==> config.mk <==
export PLATFORM = sky130hd
export DESIGN_NAME = uart_host_link
export DESIGN_NICKNAME = d
export VERILOG_FILES = /design/src/rtl/uart_host_link.sv
export SDC_FILE = /design/constraint.sdc
export NUM_CORES = 1
export LEC_CHECK = 0
export CAP_MARGIN = 25
export CORE_MARGIN = 2
export CORE_UTILIZATION = 60
export CTS_BUF_LIST = sky130_fd_sc_hd__clkbuf_4 sky130_fd_sc_hd__clkbuf_8
export DETAILED_ROUTE_END_ITERATION = 10
export DONT_BUFFER_PORTS = 1
export HOLD_SLACK_MARGIN = 0.1
export PLACE_DENSITY = 0.8
export SLEW_MARGIN = 15
export SYNTH_ARGS = -nofsm -noshare
export SYNTH_HDL_FRONTEND = slang
export SYNTH_SLANG_ARGS = --single-unit
==> constraint.sdc <==
create_clock -name clk -period 2.1 [get_ports clk]
set_input_delay 0.315 -clock clk [delete_from_list [all_inputs] [get_ports clk]]
set_output_delay 0.315 -clock clk [all_outputs]
set_load 0.02 [all_outputs]
==> src/rtl/uart_host_link.sv <==
// uart_host_link: host-side 8N1 UART endpoint. Sends operand1 then operand2
// back-to-back on host_tx, then waits for one result byte on host_rx.
//   clk, rst_n         clock, asynchronous active-low reset
//   start              request, sampled only while busy=0
//   operand1/operand2  bytes to send, captured at the accepted start
//   host_rx            serial input from the CPU uart_tx (asynchronous)
//   host_tx            serial output to the CPU uart_rx (registered)
//   busy               transaction in progress, through the done cycle
//   done               one-cycle pulse at the end of every transaction
//   result             last successfully received byte
//   err                timeout or framing error on the last transaction
module uart_host_link #(
   parameter int unsigned BAUD_DIV     = 5208,
   parameter int unsigned TIMEOUT_BITS = 64
) (
   input  logic       clk,
   input  logic       rst_n,
   input  logic       start,
   input  logic [7:0] operand1,
   input  logic [7:0] operand2,
   input  logic       host_rx,
   output logic       host_tx,
   output logic       busy,
   output logic       done,
   output logic [7:0] result,
   output logic       err
);

   localparam int unsigned BIT_W    = $clog2(BAUD_DIV);
   localparam int unsigned TO_LIMIT = TIMEOUT_BITS * BAUD_DIV;
   localparam int unsigned TO_W     = $clog2(TO_LIMIT + 1);

   localparam logic [BIT_W-1:0] BIT_LAST  = BIT_W'(BAUD_DIV - 1);
   localparam logic [BIT_W-1:0] HALF_LAST = BIT_W'(BAUD_DIV / 2 - 1);
   localparam logic [TO_W-1:0]  TO_LAST   = TO_W'(TO_LIMIT - 1);

   typedef enum logic [2:0] {
      IDLE, TX_OP1, TX_OP2, RX_WAIT, RX_START, RX_DATA, RX_STOP, DONE
   } state_t;

   state_t            state;
   logic [BIT_W-1:0]  bit_cnt;
   logic [TO_W-1:0]   to_cnt;
   logic [3:0]        bit_idx;
   logic [8:0]        tx_shift;   // remaining data bits plus stop bit
   logic [7:0]        op2;
   logic [7:0]        rx_shift;
   logic              rx_s1, rx_s2, rx_prev;

   // Single-process FSM; every output is a flop.
   always_ff @(posedge clk or negedge rst_n) begin
      if (!rst_n) begin
         state    <= IDLE;
         bit_cnt  <= '0;
         to_cnt   <= '0;
         bit_idx  <= '0;
         tx_shift <= '1;
         op2      <= '0;
         rx_shift <= '0;
         rx_s1    <= 1'b1;
         rx_s2    <= 1'b1;
         rx_prev  <= 1'b1;
         host_tx  <= 1'b1;
         busy     <= 1'b0;
         done     <= 1'b0;
         result   <= 8'h00;
         err      <= 1'b0;
      end else begin
         rx_s1   <= host_rx;
         rx_s2   <= rx_s1;
         rx_prev <= rx_s2;
         done    <= 1'b0;

         case (state)
            IDLE: begin
               if (start) begin
                  op2      <= operand2;
                  tx_shift <= {1'b1, operand1};
                  host_tx  <= 1'b0;
                  busy     <= 1'b1;
                  err      <= 1'b0;
                  bit_cnt  <= '0;
                  bit_idx  <= '0;
                  state    <= TX_OP1;
               end
            end

            // Both operand frames share the bit timer and shifter.
            TX_OP1, TX_OP2: begin
               if (bit_cnt == BIT_LAST) begin
                  bit_cnt <= '0;
                  if (bit_idx == 4'd9) begin
                     bit_idx <= '0;
                     if (state == TX_OP1) begin
                        host_tx  <= 1'b0;
                        tx_shift <= {1'b1, op2};
                        state    <= TX_OP2;
                     end else begin
                        host_tx <= 1'b1;
                        to_cnt  <= '0;
                        state   <= RX_WAIT;
                     end
                  end else begin
                     host_tx  <= tx_shift[0];
                     tx_shift <= {1'b1, tx_shift[8:1]};
                     bit_idx  <= bit_idx + 4'd1;
                  end
               end else begin
                  bit_cnt <= bit_cnt + BIT_W'(1);
               end
            end

            // Only a synchronized falling edge starts a receive.
            RX_WAIT: begin
               if (to_cnt == TO_LAST) begin
                  err   <= 1'b1;
                  done  <= 1'b1;
                  state <= DONE;
               end else begin
                  to_cnt <= to_cnt + TO_W'(1);
                  if (rx_prev && !rx_s2) begin
                     bit_cnt <= '0;
                     state   <= RX_START;
                  end
               end
            end

            // Mid start-bit check; a high line means a glitch, and the
            // timeout count is kept so glitches cannot extend the wait.
            RX_START: begin
               if (bit_cnt == HALF_LAST) begin
                  bit_cnt <= '0;
                  if (rx_s2) begin
                     state <= RX_WAIT;
                  end else begin
                     bit_idx <= '0;
                     state   <= RX_DATA;
                  end
               end else begin
                  bit_cnt <= bit_cnt + BIT_W'(1);
               end
            end

            RX_DATA: begin
               if (bit_cnt == BIT_LAST) begin
                  bit_cnt  <= '0;
                  rx_shift <= {rx_s2, rx_shift[7:1]};
                  if (bit_idx == 4'd7) begin
                     bit_idx <= '0;
                     state   <= RX_STOP;
                  end else begin
                     bit_idx <= bit_idx + 4'd1;
                  end
               end else begin
                  bit_cnt <= bit_cnt + BIT_W'(1);
               end
            end

            RX_STOP: begin
               if (bit_cnt == BIT_LAST) begin
                  bit_cnt <= '0;
                  done    <= 1'b1;
                  state   <= DONE;
                  if (rx_s2) begin
                     result <= rx_shift;
                     err    <= 1'b0;
                  end else begin
                     err <= 1'b1;
                  end
               end else begin
                  bit_cnt <= bit_cnt + BIT_W'(1);
               end
            end

            // done is high during this state; busy drops as it is left.
            DONE: begin
               busy  <= 1'b0;
               state <= IDLE;
            end

            default: state <= IDLE;
         endcase
      end
   end

endmodule

### After elaboration in Yosys (flattened, before gate mapping)

Cells that the tools add are included.

| cells by class | value |
|---|---|
| add/sub/neg operators | 3 |
| eq/ne operators | 26 |
| multiplexer cells | 50 |
| reductions and logical operators | 22 |

Operators by type and width:

| kind | number |
|---|---|
| $mux 19 | 4 |
| $mux 13 | 5 |
| $pmux 13 s4 | 1 |
| $pmux 19 s2 | 1 |
| $mux 9 | 4 |
| $mux 3 | 10 |
| $mux 4 | 7 |
| $ne 2x2->1 const B | 12 |
| $pmux 3 s7 | 1 |
| $add 19x1->19 const B | 1 |
| $eq 19x19->1 const B | 1 |
| $pmux 9 s2 | 1 |
| $pmux 4 s4 | 1 |
| $add 13x1->13 const B | 1 |
| $eq 13x12->1 const B | 1 |
| $eq 13x13->1 const B | 1 |
| $eq 3x3->1 const B | 4 |
| $reduce_and 4->1 | 3 |
| $mux 1 | 11 |
| $reduce_and 8->1 | 1 |
| $reduce_bool 4->1 | 2 |
| $eq 3x2->1 const B | 2 |
| $ne 3x3->1 const B | 2 |
| $pmux 1 s2 | 3 |
| other kinds (16) | 21 |

| word-level totals | value |
|---|---|
| bits in registers | 79 |
| bits of input ports | 20 |
| output and inout bits | 12 |
| logic and storage cells | 116 |

### Logic depth before layout (Yosys ltp)

Gate-level depths: netlist (run 1).

| logic depth | value |
|---|---|
| word-level depth | 5 |
| mapped depth | 8 |

### Least setup slack after synthesis (run 1)

No wires, ideal clock.

| timing path | value |
|---|---|
| kind | flip-flop to flip-flop |
| start | register bit_cnt[5] |
| end | register bit_idx[2] |
| setup time | 0.087 ns |
| arrival time | 2.157 ns |
| setup slack | -0.144 ns |
| stages on the path, launching flop included | 6 |
| path buffers | 0 |
| clock period less this slack | 2.244 ns |
| cells stage by stage | dfrtp_1 > or4b_4 > or3_4 > a32o_1 > or4_1 > a22oi_1 |

| on the way | value |
|---|---|
| word-level cells in the longest chain between the ends | 3 |
| elaborated cells between the ends (all ways) | 6 |
| those cells by class | 5 x eq/ne; 1 x reduce/logical |

Ends and longest elaborated chain:

| element | RTL line | source |
|---|---|---|
| start: declaration | 42 | `logic [BIT_W-1:0] bit_cnt;` |
| start signal: assignment | 109 | `bit_cnt <= bit_cnt + BIT_W'(1);` |
| start signal: assignment | 140 | `bit_cnt <= bit_cnt + BIT_W'(1);` |
| start signal: assignment | 155 | `bit_cnt <= bit_cnt + BIT_W'(1);` |
| $eq 13x12->1 or $eq 13x13->1 (tied branches) | 131, 90, 145 |  |
| $ne 2x2->1 (no source line) | -- |  |
| $reduce_and 6->1 (no source line) * | -- |  |
| end signal: assignment | 106 | `bit_idx <= bit_idx + 4'd1;` |
| end signal: assignment | 152 | `bit_idx <= bit_idx + 4'd1;` |
| end: declaration | 44 | `logic [3:0] bit_idx;` |

Mark *: on every way between the ends. The rest lies on a longest branch, timed or not.
A chain may end at the register's enable or synchronous reset.

### Worst setup path after layout (run 1)

| timing path | value |
|---|---|
| start | register bit_cnt[8] |
| end | register bit_idx[3] |

Same word-level chain as after synthesis.

==> results.toml, run 1 <==
[floorplan]
dieArea_um2 = 7450
initial_utilization = 0.629
rows = 29
die_h_um = 86.3
io-pin-count = 32
die_w_um = 86.3
coreArea_um2 = 6460

[detailed_routing]
initialDrtViolationCount = 166
firstDrtPassIters = 5
routed_wl_um = 10100
viasPerCell = 6.54
ant_nets = 0
vias = 3401
drc = 0
wire_per_inst_um = 19.4

[clock_network]
cts_tree = "yes"
htreeDepth = 3
cts.root.buffer_cell = "clkbuf_8"
cts_sinks = 78
clkLatencyLatePin_ns = 0.36
clockBufferDepth = 2
clk_pin_slew_ns = 0.09
cts_buffers = 9
cts_hold_buf = 5

[yosys]
synth_area_per_cell_um2 = 10.4
syn_area_um2 = 4060
yosys_warnings = 0
synth_edf_count = 0
syn-num-nets = 413
synth_most_common_cell = "dfrtp_1"
ys.flop_type = "dfrtp_1"
yosysSeqAreaShare = 0.484
yosys.area.top_type = "dfrtp_1"
async_reset_ff_frac = 1.00
ys_ff_latch = 78
synth_commonest_cells = "dfrtp_1, mux2_2, nand2_1"
synth_cell_types = 59
synth.area.top_cells = "dfrtp_1, mux2_2, dfstp_2"
yosysTopAreaCellShare = 0.407
synthCells = 389

[timing]
period_needed_ns = 2.23
hold_slack_ns = -0.361
final.setup.worst_slack_ns = -0.128
max_slew.worst_pin.slew_ns = 0.499
fmax_mhz = 449
drv_slew = 0
skew_ns = 0.0125
maxSlewHeadroom = 0.666
rsz0062_at_grt = "true"
finalCritPeriodShare = 1.06
finalHoldViolCount = 78
setup_viol = 25

[setup_path]
reg2reg_to = "bit_idx[3]"
reg2reg_depth = 6
cp_slowest_cell = "or4b_4"
arrival_ns = 2.46
crit_fanout = 5
required_ns = 2.33
critPathLaunchType = "flop"
critical_path_class = "reg2reg"
cpPeakStageDelay_ns = 0.55
cpMostUsedCell = "o31ai_2"
crit_start = "bit_cnt[8]"
ff2ff_setup_slack_ns = -0.13
endpoint_kind = "flop"
crit_end = "bit_idx[3]"
r2r-start = "bit_cnt[8]"
crit_chain = "or4b_4 -> or3_4 -> a32o_2 -> buf_4 -> o31ai_2 -> o31ai_2"

[layout]
fillCellCount = 410
layout-drive-gt1-share = 0.325
antenna_cells = 0
syn_to_final_growth_pct = 21.3
post-route-util = 0.763
postLayoutCellArea_um2 = 4930
fin_nets = 462

[grt]
grt_pass1_vias = 3323
antenna_found_initial = 0
grt_pass1_wl_um = 16400
grt_max_degree = 79
grt-ovfl-total = 0
gr-usage-all-layers = 0.284

[place]
placed_cell_area_um2 = 4480
dp_hpwl_um = 6200
pre_cts_ws_ns = -0.145
port_buffers = 0
gp_congestion = 0.904

[pwr]
combPwrFrac = 0.466
p_leak_nw = 2.20
p_sw_mw = 2.44
p_clk_frac = 0.173
powerDensity_nw_per_um2 = 1270
swShare = 0.391
pwr-share-seq = 0.361
peakVddDrop_mv = 1.03
p_int_mw = 3.80

[status]
outcome = "complete, but fails checks"
failed_checks = "hold timing, setup timing"

[job]
timing.max_cap.violations = 0

[min_path]
hp-class = "in2async"
cell families after synthesis:
kind of cell,count (synthesis),synth area share
compound gates,95,0.155
xor+xnor,11,0.0237
fa+ha+maj,4,0.0123
buf+inv,25,0.0249
flops,78,0.484
mux,41,0.111
simple gates,135,0.189
state kept, by name (all words and copies together) (netlist names):
signal and count:
to_cnt 19, bit_cnt 13, op2 8, result 8, rx_shift 8, tx_shift 8, bit_idx 4, state 3
busy 1, done 1, err 1, host_tx 1, rx_prev 1, rx_s1 1, rx_s2 1
timing repair:
action / in CTS / in global routing
resized for setup: 18 / 17
setup buffers: 0 / 2
gates cloned: 1 / 1
endpoints found under the setup margin: 39 / 54
pin swaps: 7 / 14
endpoints found under the hold margin: 83 / 78
cells in the final DEF, fill, tap and decap left out, types with 7 or more instances in the layout:
cell and n:
nand3_1 14, xor2_1 7, dfrtp_1 66, o21ai_0 20, clkbuf_8 10, buf_4 42
mux2_2 32, a21oi_1 14, inv_1 10, nand2_1 27, nor2_1 20, nand4_1 11
or3_1 8, mux2i_1 9, dfstp_2 12
power by group through the flow:
| stage | Sequential, mW | Combinational (mW) | Clock, mW |
|---|---|---|---|
| after global placement | 2.23 | 2.24 | 0 |
| after global routing | 2.30 | 3.13 | 1.15 |
| after detailed placement | 2.25 | 2.36 | 0 |
| after floorplan | 2.17 | 1.59 | 0 |
| final | 2.25 | 2.91 | 1.08 |
| after CTS | 2.23 | 2.62 | 1.09 |
metrics by stage:
stage | TNS (ns) | std cells | total power, mW
after floorplan | -0.844 | 389 | 3.76
after global placement | -1.26 | 495 | 4.47
after detailed placement | -2.19 | 495 | 4.61
after CTS | -1.61 | 517 | 5.93
after global routing | -3.75 | 520 | 6.58
final | -1.22 | 520 | 6.24
layout make-up:
type | count | area (um2) | area share
inverter | 10 | 37.5 | 0.00762
timing repair buffer | 53 | 487 | 0.0988
clock inverter | 5 | 41.3 | 0.00838
tap | 77 | 96.3 | 0.0195
sequential | 78 | 1970 | 0.399
clock buffer | 11 | 145 | 0.0294
multi-input combinational | 286 | 2150 | 0.437
worst min-delay path by stage:
stage	slack, ns	startpoint	end
floorplan	0.02	rst_n	bit_cnt[0]
global placement	0.02	rst_n	to_cnt[9]
detailed placement	0.02	rst_n	to_cnt[11]
CTS	-0.37	rst_n	to_cnt[4]
global route	-0.37	rst_n	to_cnt[4]
finish	-0.36	rst_n	to_cnt[11]
worst max-delay path, delay by kind of cell, from the launching register on:
family	cells	cell delay (ns)
compound gates	3	0.62
buf+inv	1	0.16
flops	1	0.39
simple gates	2	0.94
routing by layer:
metal  global-route usage  share of wire  wire length (um)
met5                    0              0                 0
met4                0.121          0.037               370
met3               0.0552          0.054               548
met2                0.464           0.50              5000
met1                0.375           0.41              4160
Note: power is estimated with default switching activity, not from simulation.
==> run 2, diff against run 1 <==
--- a/config.mk
+++ b/config.mk
@@ -13,6 +13,7 @@
 export DONT_BUFFER_PORTS = 1
 export HOLD_SLACK_MARGIN = 0.1
 export PLACE_DENSITY = 0.8
+export RECOVER_POWER = 50
 export SLEW_MARGIN = 15
 export SYNTH_ARGS = -nofsm -noshare
 export SYNTH_HDL_FRONTEND = slang
==> results of run 2 <==
Same layout as run 1: the final DEF is identical, and so are final timing and power.
